`src/rtl/if_fetch_pkg.sv`:
```
// Shared widths and FSM encodings for the instruction-fetch stage.
package if_fetch_pkg;

    localparam int unsigned PC_mem_AddrBus = 8;
    localparam int unsigned INST_W         = 32;
    localparam int unsigned CNT_W          = 16;

    typedef enum logic [1:0] {
        StFetch   = 2'd0,
        StHold    = 2'd1,
        StDiscard = 2'd2
    } fetch_state_e;

endpackage

```
`src/rtl/fetch_skid.sv`:
```
// One-entry skid buffer holding an instruction that arrived while decode was stalled.
module fetch_skid
    import if_fetch_pkg::*;
(
    input  logic                      clk,
    input  logic                      rst,
    input  logic                      load,
    input  logic                      pop,
    input  logic                      clear,
    input  logic [INST_W-1:0]         wr_data,
    input  logic [PC_mem_AddrBus-1:0] wr_pc,
    output logic [INST_W-1:0]         data,
    output logic [PC_mem_AddrBus-1:0] pc,
    output logic                      full
);

    logic [INST_W-1:0]         data_q;
    logic [PC_mem_AddrBus-1:0] pc_q;
    logic                      full_q;

    always_ff @(posedge clk) begin
        if (rst) begin
            data_q <= '0;
            pc_q   <= '0;
            full_q <= 1'b0;
        end else if (clear) begin
            full_q <= 1'b0;
        end else if (load) begin
            data_q <= wr_data;
            pc_q   <= wr_pc;
            full_q <= 1'b1;
        end else if (pop) begin
            full_q <= 1'b0;
        end
    end

    assign data = data_q;
    assign pc   = pc_q;
    assign full = full_q;

endmodule

```
`src/rtl/if_fetch.sv`:
```
// Instruction-fetch stage: request/ack memory port, IF/ID register and skid buffer.
// Define FETCH_CNT_EN to build the delivered-instruction counter on fetch_cnt.
module if_fetch
    import if_fetch_pkg::*;
(
    input  logic                      clk,
    input  logic                      rst,
    input  logic [PC_mem_AddrBus-1:0] NPC,
    input  logic                      flush,
    input  logic                      wait_ID,
    output logic                      imem_req,
    output logic [PC_mem_AddrBus-1:0] imem_addr,
    input  logic                      imem_ack,
    input  logic [INST_W-1:0]         imem_data,
    output logic [PC_mem_AddrBus-1:0] PC,
    output logic [INST_W-1:0]         IR,
    output logic [PC_mem_AddrBus-1:0] IR_PC,
    output logic                      IR_valid,
    output logic [CNT_W-1:0]          fetch_cnt
);

    fetch_state_e              state_q, state_d;
    logic [PC_mem_AddrBus-1:0] pc_q, pc_d;
    logic [PC_mem_AddrBus-1:0] req_addr_q, req_addr_d;
    logic [INST_W-1:0]         ir_q, ir_d;
    logic [PC_mem_AddrBus-1:0] ir_pc_q, ir_pc_d;
    logic                      ir_valid_q, ir_valid_d;
    logic                      ir_free, ir_load;
    logic                      skid_load, skid_pop, skid_clear, skid_full;
    logic [INST_W-1:0]         skid_data;
    logic [PC_mem_AddrBus-1:0] skid_pc;

    fetch_skid u_skid (
        .clk     (clk),
        .rst     (rst),
        .load    (skid_load),
        .pop     (skid_pop),
        .clear   (skid_clear),
        .wr_data (imem_data),
        .wr_pc   (req_addr_q),
        .data    (skid_data),
        .pc      (skid_pc),
        .full    (skid_full)
    );

    assign ir_free = !ir_valid_q || !wait_ID;

    always_comb begin
        state_d    = state_q;
        pc_d       = pc_q;
        req_addr_d = req_addr_q;
        ir_d       = ir_q;
        ir_pc_d    = ir_pc_q;
        ir_valid_d = ir_valid_q;
        ir_load    = 1'b0;
        skid_load  = 1'b0;
        skid_pop   = 1'b0;
        skid_clear = 1'b0;

        // A free IR has been consumed by decode; it stays live only if reloaded below.
        if (ir_free) ir_valid_d = 1'b0;

        if (flush) begin
            ir_valid_d = 1'b0;
            skid_clear = 1'b1;
            pc_d       = NPC;
        end

        unique case (state_q)
            StFetch: begin
                if (flush) begin
                    if (imem_ack) req_addr_d = NPC;
                    else          state_d    = StDiscard;
                end else if (imem_ack) begin
                    pc_d       = NPC;
                    req_addr_d = NPC;
                    if (ir_free) begin
                        ir_d       = imem_data;
                        ir_pc_d    = req_addr_q;
                        ir_valid_d = 1'b1;
                        ir_load    = 1'b1;
                    end else begin
                        skid_load = 1'b1;
                        state_d   = StHold;
                    end
                end
            end
            StHold: begin
                if (flush) begin
                    req_addr_d = NPC;
                    state_d    = StFetch;
                end else if (!wait_ID) begin
                    ir_d       = skid_data;
                    ir_pc_d    = skid_pc;
                    ir_valid_d = skid_full;
                    ir_load    = skid_full;
                    skid_pop   = 1'b1;
                    state_d    = StFetch;
                end
            end
            StDiscard: begin
                // The stale response is dropped; refetch from the redirected PC.
                if (imem_ack) begin
                    req_addr_d = flush ? NPC : pc_q;
                    state_d    = StFetch;
                end
            end
            default: state_d = StFetch;
        endcase
    end

    always_ff @(posedge clk) begin
        if (rst) begin
            state_q    <= StFetch;
            pc_q       <= '0;
            req_addr_q <= '0;
            ir_q       <= '0;
            ir_pc_q    <= '0;
            ir_valid_q <= 1'b0;
        end else begin
            state_q    <= state_d;
            pc_q       <= pc_d;
            req_addr_q <= req_addr_d;
            ir_q       <= ir_d;
            ir_pc_q    <= ir_pc_d;
            ir_valid_q <= ir_valid_d;
        end
    end

    assign imem_req  = !rst && (state_q != StHold);
    assign imem_addr = req_addr_q;
    assign PC        = pc_q;
    assign IR        = ir_q;
    assign IR_PC     = ir_pc_q;
    assign IR_valid  = ir_valid_q;

`ifdef FETCH_CNT_EN
    logic [CNT_W-1:0] cnt_q;

    always_ff @(posedge clk) begin
        if (rst)          cnt_q <= '0;
        else if (ir_load) cnt_q <= cnt_q + CNT_W'(1);
    end

    assign fetch_cnt = cnt_q;
`else
    logic unused_ir_load;
    assign unused_ir_load = ir_load;
    assign fetch_cnt      = '0;
`endif

endmodule

```
`config.mk`:
```
export PLATFORM = sky130hd
export DESIGN_NAME = if_fetch
export DESIGN_NICKNAME = d
export VERILOG_FILES = /design/src/rtl/if_fetch_pkg.sv /design/src/rtl/fetch_skid.sv /design/src/rtl/if_fetch.sv
export SDC_FILE = /design/constraint.sdc
export NUM_CORES = 1
export LEC_CHECK = 0
export CAP_MARGIN = 5
export CORE_MARGIN = 4
export CORE_UTILIZATION = 36
export DETAILED_ROUTE_END_ITERATION = 6
export HOLD_SLACK_MARGIN = 0.12
export SYNTH_ARGS = -nofsm -noshare
export SYNTH_HDL_FRONTEND = slang
export SYNTH_HIERARCHICAL = 1
export SYNTH_SLANG_ARGS = --single-unit
```
`constraint.sdc`:
```
create_clock -name clk -period 2 [get_ports clk]
set_clock_uncertainty 0.05 [all_clocks]
set_input_delay 0.6 -clock clk [delete_from_list [all_inputs] [get_ports clk]]
set_output_delay 0.6 -clock clk [all_outputs]
set_load 0.02 [all_outputs]
```
# == Word-level counts from Yosys, hierarchy flattened ==
# Cells that the tools add are included.
# word_totals
wordCells,84
output_inout_bits,74
register_bits,100
in_bits,45
# classes
eq_ne,14
n_reduce_logical,14
muxes,46
bitwise_logic,1
# op_table
op,count
$mux W32,5
$mux W8,12
$pmux W32 S2,1
$pmux W8 S3,1
$mux W1,17
$pmux W8 S2,1
$mux W2,7
$ne A2 B2 Y1 const B,7
$ne A3 B3 Y1 const B,4
$pmux W2 S3,1
$reduce_and A6 Y1,1
$reduce_and A5 Y1,1
$reduce_and A4 Y1,1
$reduce_bool A2 Y1,2
$logic_not A1 Y1,3
$reduce_bool A3 Y1,1
$eq A2 B1 Y1 const B,1
$eq A2 B2 Y1 const B,1
$logic_not A2 Y1,1
$ne A2 B1 Y1 const B,1
$pmux W1 S2,1
$reduce_and A2 Y1,1
$reduce_or A2 Y1,1
$logic_and A1 B1 Y1,1
other kinds (2),2

# == Depth between registers and ports, before layout ==
# Gate-level depths: netlist of run 1.
# depth
depth_word,8
mapped_depth,8
ltp_nobuf,5

# == Hierarchy ==
# The synthesis of run 1 kept the hierarchy.
# by_module_without_submodules
module,area_per_inst_um2,seq_area_each_um2,instances,cells_per_inst
if_fetch,3148.0,1181.1,1,304
fetch_skid,1881.8,820.8,1,186

# == Worst setup path after synthesis of run 1 ==
# Ideal clock, no wire load.
# synth_path
path_kind,input to output
start,input port rst
end,output port imem_req
arrival_ps,1244
path_stages,3
t_required_ps,1350
path_slack_ps,106
cell_sequence,clkbuf_1 > clkbuf_1 > nor2_1
# synth_via
elab_chain_len,2
# synth_rtl
element,line,source
from (decl),if_fetch.sv:7,"input logic rst,"
$logic_not A1 Y1,if_fetch.sv:130,assign imem_req = !rst && (state_q != StHold);
$logic_and A1 B1 Y1,if_fetch.sv:130,
to (decl),if_fetch.sv:11,"output logic imem_req,"
# No other way between the ends.

# == Final worst setup path of run 1 ==
# layout_path
start,"register ir_q[11], in the netlist IR[11]"
end,output port IR[11]
# layout_lines
element,line,source
from (decl),if_fetch.sv:25,"logic [INST_W-1:0] ir_q, ir_d;"
from (signal assigned),if_fetch.sv:124,ir_q <= ir_d;
to (decl),if_fetch.sv:16,"output logic [INST_W-1:0] IR,"
# No word-level cell between the ends.

==> qor.csv, run 1 <==
metric;value;unit
outcome;finished, final reports clean;
layout cells sized above 1;0.159;
Final period util;0.976;
P_leak;2.48;nW
crit path launch type;register;
CTS root buffer;clkbuf_16;
die area;15900;um2
post-route setup TNS;0;ns
cell family with most CP delay;buffers and inverters;
Max Cap Viol;0;
Die Ht;126;um
FFs w/ async S/R, synth;0;
Vias/cell;5.33;
Num Clock Sinks;100;
Mapped Area;5030;um2
DP HPWL;8600;um
largest area contributor in the netlist;dfxtp_1;
Syn-to-layout area delta;29.5;%
H-Tree Depth;3;
Setup Buffers After CTS;0;
Hold Path Class;register to register;
slowest stage delay, CP;0.62;ns
Worst Min Path Start;u_skid/data[19];
cells after synthesis;490;
crit path from;IR[11];
Critical Path, Cell by Cell;clkdlybuf4s50_1;
I/O Buffers;102;
Avg WL per Cell;17.3;um
final hold violations;0;
Util after Layout;0.484;
global route hottest layer;met2;
die width;126;um
Slew @ Worst Pin;0.763;ns
M3 GR Usage;0.0474;
Vias;4021;
FMAX;512;MHz
met1 GRT Util;0.213;
count leader, synth;dfxtp_1;
relative slew slack;0.491;
Worst Path Arrival;1.30;ns
R2R Path Start;state_q[1];
TritonCTS clock tree;done;
Final Non-Filler Cells;755;
max-slew violations;0;
largest net degree at the start of global routing;75;
Placed Cells;740;
Yosys reg bits;100;
YS warnings;6;
Post-DRT Antenna Nets;0;
Final Instance Area;6510;um2
unrepaired setup endpoints after global routing;false;
top post-synthesis cells by area;dfxtp_1 (40%), a211oi_2 (10%), mux2i_1 (9.6%);
antenna violations before repair;0;
met2 GRT Util;0.268;
CP Max Fanout;2;
commonest cells in the netlist;dfxtp_1 (100), mux2i_1 (48), nand2b_1 (41);
worst skew pair latency;0.35;ns
sequential element share of the synthesized area;0.398;
critical path class;register to output port;
CTS Hold Buffers Added;0;
EDFF count, synth;0;
worst path bufs/invs;1;
vias in the first global route;4111;
total wire length;13000;um
Nets;620;
first-pass GRT wire length;21400;um
Yosys cell types;35;
ANT cells;0;
final count of negative-setup-slack endpoints;0;
slowest CP cell;clkdlybuf4s50_1;
maximum VDD drop;0.451;mV
minimum clock period after layout;1.95;ns
TritonRoute pass-1 iters;4;
core area;13500;um2
Remaining DRCs;0;
CTS Buffer Depth;2;
Avg Cell Area, Syn;10.3;um2
Inserted Clock Buffers;9;
CP Data Required Time;1.35;ns
gp weighted congestion;0.697;
Clock transition at path regs;0.06;ns
I/O pins;119;
All-Layer GR Usage;0.164;
Starting Density;0.374;
DRT iter0 DRCs;244;
cell area power density;720;nW/um2
Placed Area;6190;um2
post-synth top area share;0.398;
ys flop type;dfxtp_1;
GR Overflow Total;0;
cell row count;42;
CP endpoint kind;output port;
## cell type report
class	instances	area, um2
Clock inverter	2	35.0
Tap cell	176	220
Sequential cell	100	2000
Timing Repair Buffer	131	1360
Clock buffer	13	250
Multi-Input combinational cell	332	2640
Inverter	1	3.75
Fill cell	1296	6940
## worst register-to-register path, delay by kind of cell (launching register included)
| family | cells | cell delay, ns |
|---|---|---|
| flops | 1 | 0.31 |
| compound gates | 1 | 0.16 |
| simple gates | 3 | 0.58 |
| buf+inv | 1 | 0.58 |
## through the flow
| step | setup WS [ns] | power, mW | hold WS [ns] |
|---|---|---|---|
| 2_1_floorplan | 0.106 | 2.68 | 0.391 |
| 3_3_place_gp | -0.186 | 3.03 | 0.401 |
| 3_5_place_dp | -0.219 | 3.04 | 0.407 |
| 4_1_cts | 0.000878 | 4.76 | 0.416 |
| 5_1_grt | 0.00298 | 4.90 | 0.429 |
| 6_report | 0.0486 | 4.69 | 0.417 |
## cell families after synthesis
family                 count (synthesis)  synth area share
AOI/OAI and AO/OA                    149             0.224
buffers and inverters                 73            0.0930
DFF                                  100             0.398
and+or+nand+nor                      119             0.189
muxes                                 48            0.0955
other                                  1          0.000746
## cells in the final DEF, fill, tap and decap left out, types with 10 or more instances in the layout
master | Yosys | final
nor3b_1 | 10 | 10
conb_1 | 1 | 16
nand2b_1 | 41 | 41
clkdlybuf4s50_1 | 0 | 69
buf_4 | 24 | 21
o21ai_1 | 40 | 40
nand4bb_1 | 40 | 40
a31oi_1 | 40 | 40
mux2i_1 | 48 | 48
dlygate4sd2_1 | 0 | 11
dfxtp_1 | 100 | 100
dlymetal6s2s_1 | 0 | 19
a211oi_2 | 40 | 40
## state kept, by name, indices dropped and copies added, names as in the netlist
| register | flops |
|---|---|
| PC | 8 |
| imem_addr | 8 |
| state_q | 2 |
| IR | 32 |
| u_skid/pc | 8 |
| IR_PC | 8 |
| IR_valid | 1 |
| u_skid/full | 1 |
| u_skid/data | 32 |
## path summary, 6_finish.rpt
path,to,slack [ns],cells past startpoint
worst max-delay path,IR[11],0.05,1
worst min-delay path,u_skid/data[19],0.42,2
worst max register to register,u_skid/full,0.22,5
worst min register to register,u_skid/data[19],0.42,2
## power by group
group	switching [mW]	leakage, nW	internal, mW
logic	0.440	1.52	0.396
registers	0.0576	0.817	2.08
clock network	0.724	0.140	0.997
total	1.22	2.48	3.47
## per-layer routing
metal	up-vias	wire, um
li1	1965	-
met1	1944	5910
met2	101	6310
met3	11	669
met4	0	131
met5	-	0
## what timing repair did
action / in CTS / in global routing
resized for setup: 12 / 22
pin swaps: 0 / 0
setup endpoints to repair: 12 / 21
gates cloned: 0 / 0
Power figures use the tool's default switching activity.
==> run 2, diff against run 1 <==
Settings changed: HOLD_SLACK_MARGIN 0.12 to 0.02, REMOVE_ABC_BUFFERS from default to 1.
==> run 2 against run 1 <==
Clock-buffer cell count shrank 3. Total power grew 6.6%. Setup slack lost 0.0049 ns. Maximum frequency shrank 0.25%. Clock power grew 18%. Critical path depth is the same. Non-clock buffer count grew 3. Register-to-register slack gained 0.03 ns. First-iteration DRC count grew 1.2%. Cell count grew 0.53%. Sequential share of layout area shrank 0.15 points. Via count grew 0.80%. Critical endpoint is now IR[17]. Largest power group unchanged.
==> qor.csv, run 2 (synthesis results as in run 1) <==
metric;value;unit
outcome;finished, final reports clean;
Placed Area;6170;um2
Post-DRT Antenna Nets;0;
most common cell after layout, fill and taps aside;dfxtp_1;
Final Non-Filler Cells;759;
Starting Density;0.374;
Clock transition at path regs;0.07;ns
commonest cells after routing, fill and taps aside;dfxtp_1 (100), clkdlybuf4s50_1 (67), mux2i_1 (48);
critical path class;register to output port;
total wire length;13100;um
maximum VDD drop;0.412;mV
CP endpoint kind;output port;
slowest stage delay, CP;0.61;ns
gp weighted congestion;0.758;
TritonCTS clock tree;done;
Num Clock Sinks;100;
die width;126;um
P_leak;2.51;nW
Placed Cells;743;
unrepaired setup endpoints after global routing;false;
TritonRoute pass-1 iters;4;
cell family with most CP delay;buffers and inverters;
DRT iter0 DRCs;247;
vias in the first global route;4052;
I/O pins;119;
Layout fillers;1287;
cell area power density;764;nW/um2
first-pass GRT wire length;21000;um
final count of negative-setup-slack endpoints;0;
Slew @ Worst Pin;0.815;ns
core area;13500;um2
FMAX;511;MHz
All-Layer GR Usage;0.161;
largest net degree at the start of global routing;83;
GR Overflow Total;0;
Inserted Clock Buffers;9;
CP Data Required Time;1.35;ns
DP HPWL;8770;um
Vias/cell;5.34;
multi-input gate area in the final layout;2640;um2
cell row count;42;
register area;2000;um2
Nets;623;
WHS;0.417;ns
max-slew violations;0;
Syn-to-layout area delta;30.1;%
CTS Hold Buffers Added;0;
CTS root buffer;clkbuf_16;
worst path bufs/invs;1;
Hold Path Class;register to register;
slowest CP cell;clkdlybuf4s50_1;
worst skew pair latency;0.35;ns
Max Cap Viol;0;
Avg WL per Cell;17.3;um
Final Instance Area;6540;um2
antenna violations before repair;0;
layout cells sized above 1;0.170;
ANT cells;0;
post-route setup TNS;0;ns
die area;15900;um2
Tot Pwr;5.00;mW
Vias;4053;
Setup Buffers After CTS;0;
relative slew slack;0.457;
minimum clock period after layout;1.96;ns
H-Tree Depth;3;
crit path launch type;register;
Die Ht;126;um
Critical Path, Cell by Cell;clkdlybuf4s50_1;
Final period util;0.978;
CTS Buffer Depth;2;
Worst Path Arrival;1.31;ns
CP Max Fanout;2;
final hold violations;0;
Remaining DRCs;0;
I/O Buffers;102;
## run 2: metal layers
| layer | part of all wire | vias to the layer above | track usage |
|---|---|---|---|
| met1 | 0.45 | 1960 | 0.204 |
| met5 | 0 | - | 0 |
| met3 | 0.060 | 14 | 0.0542 |
| met4 | 0.014 | 0 | 0.0479 |
| li1 | - | 1970 | - |
| met2 | 0.47 | 109 | 0.259 |
## run 2: what timing repair did
item,in CTS,in global routing
endpoints found under the setup margin,14,20
gates resized for setup,16,20
endpoints found under the hold margin,0,0
pin swaps,0,0
## run 2: final timing paths
kind | from | to | slack (ns) | cells after the start
setup / recovery | IR[17] | IR[17] | 0.04 | 1
hold / removal | u_skid/data[18] | u_skid/data[18] | 0.42 | 2
setup reg to reg | state_q[1] | u_skid/full | 0.25 | 5
hold reg to reg | u_skid/data[18] | u_skid/data[18] | 0.42 | 2
## run 2: power breakdown
group	internal (mW)	leakage (nW)	switching, mW
clock network	1.26	0.169	0.778
logic	0.389	1.53	0.444
registers	2.08	0.817	0.0576
## run 2: through the flow
step / util / setup slack (ns)
after floorplan: - / -1.93
after global placement: 0.458 / -0.195
after detailed placement: 0.458 / -0.234
after CTS: 0.483 / 0.000211
after global routing: 0.486 / 0.00368
final: 0.486 / 0.0436
## run 2: worst reg2reg max path: stages (launching register included)
cell	delay [ns]
dfxtp_1	0.31
and2b_2	0.21
buf_4	0.56
nor3b_1	0.27
nor2b_1	0.07
o21a_1	0.17
## run 2: cell type report
| cell class | instances | share of cell area |
|---|---|---|
| multi-input cells | 332 | 0.403 |
| flip-flops and latches | 100 | 0.306 |
| repair buffers | 134 | 0.203 |
| clock buffers | 10 | 0.0365 |
| well taps | 176 | 0.0337 |
| clock inverters | 6 | 0.0170 |
| inverters | 1 | 0.000574 |
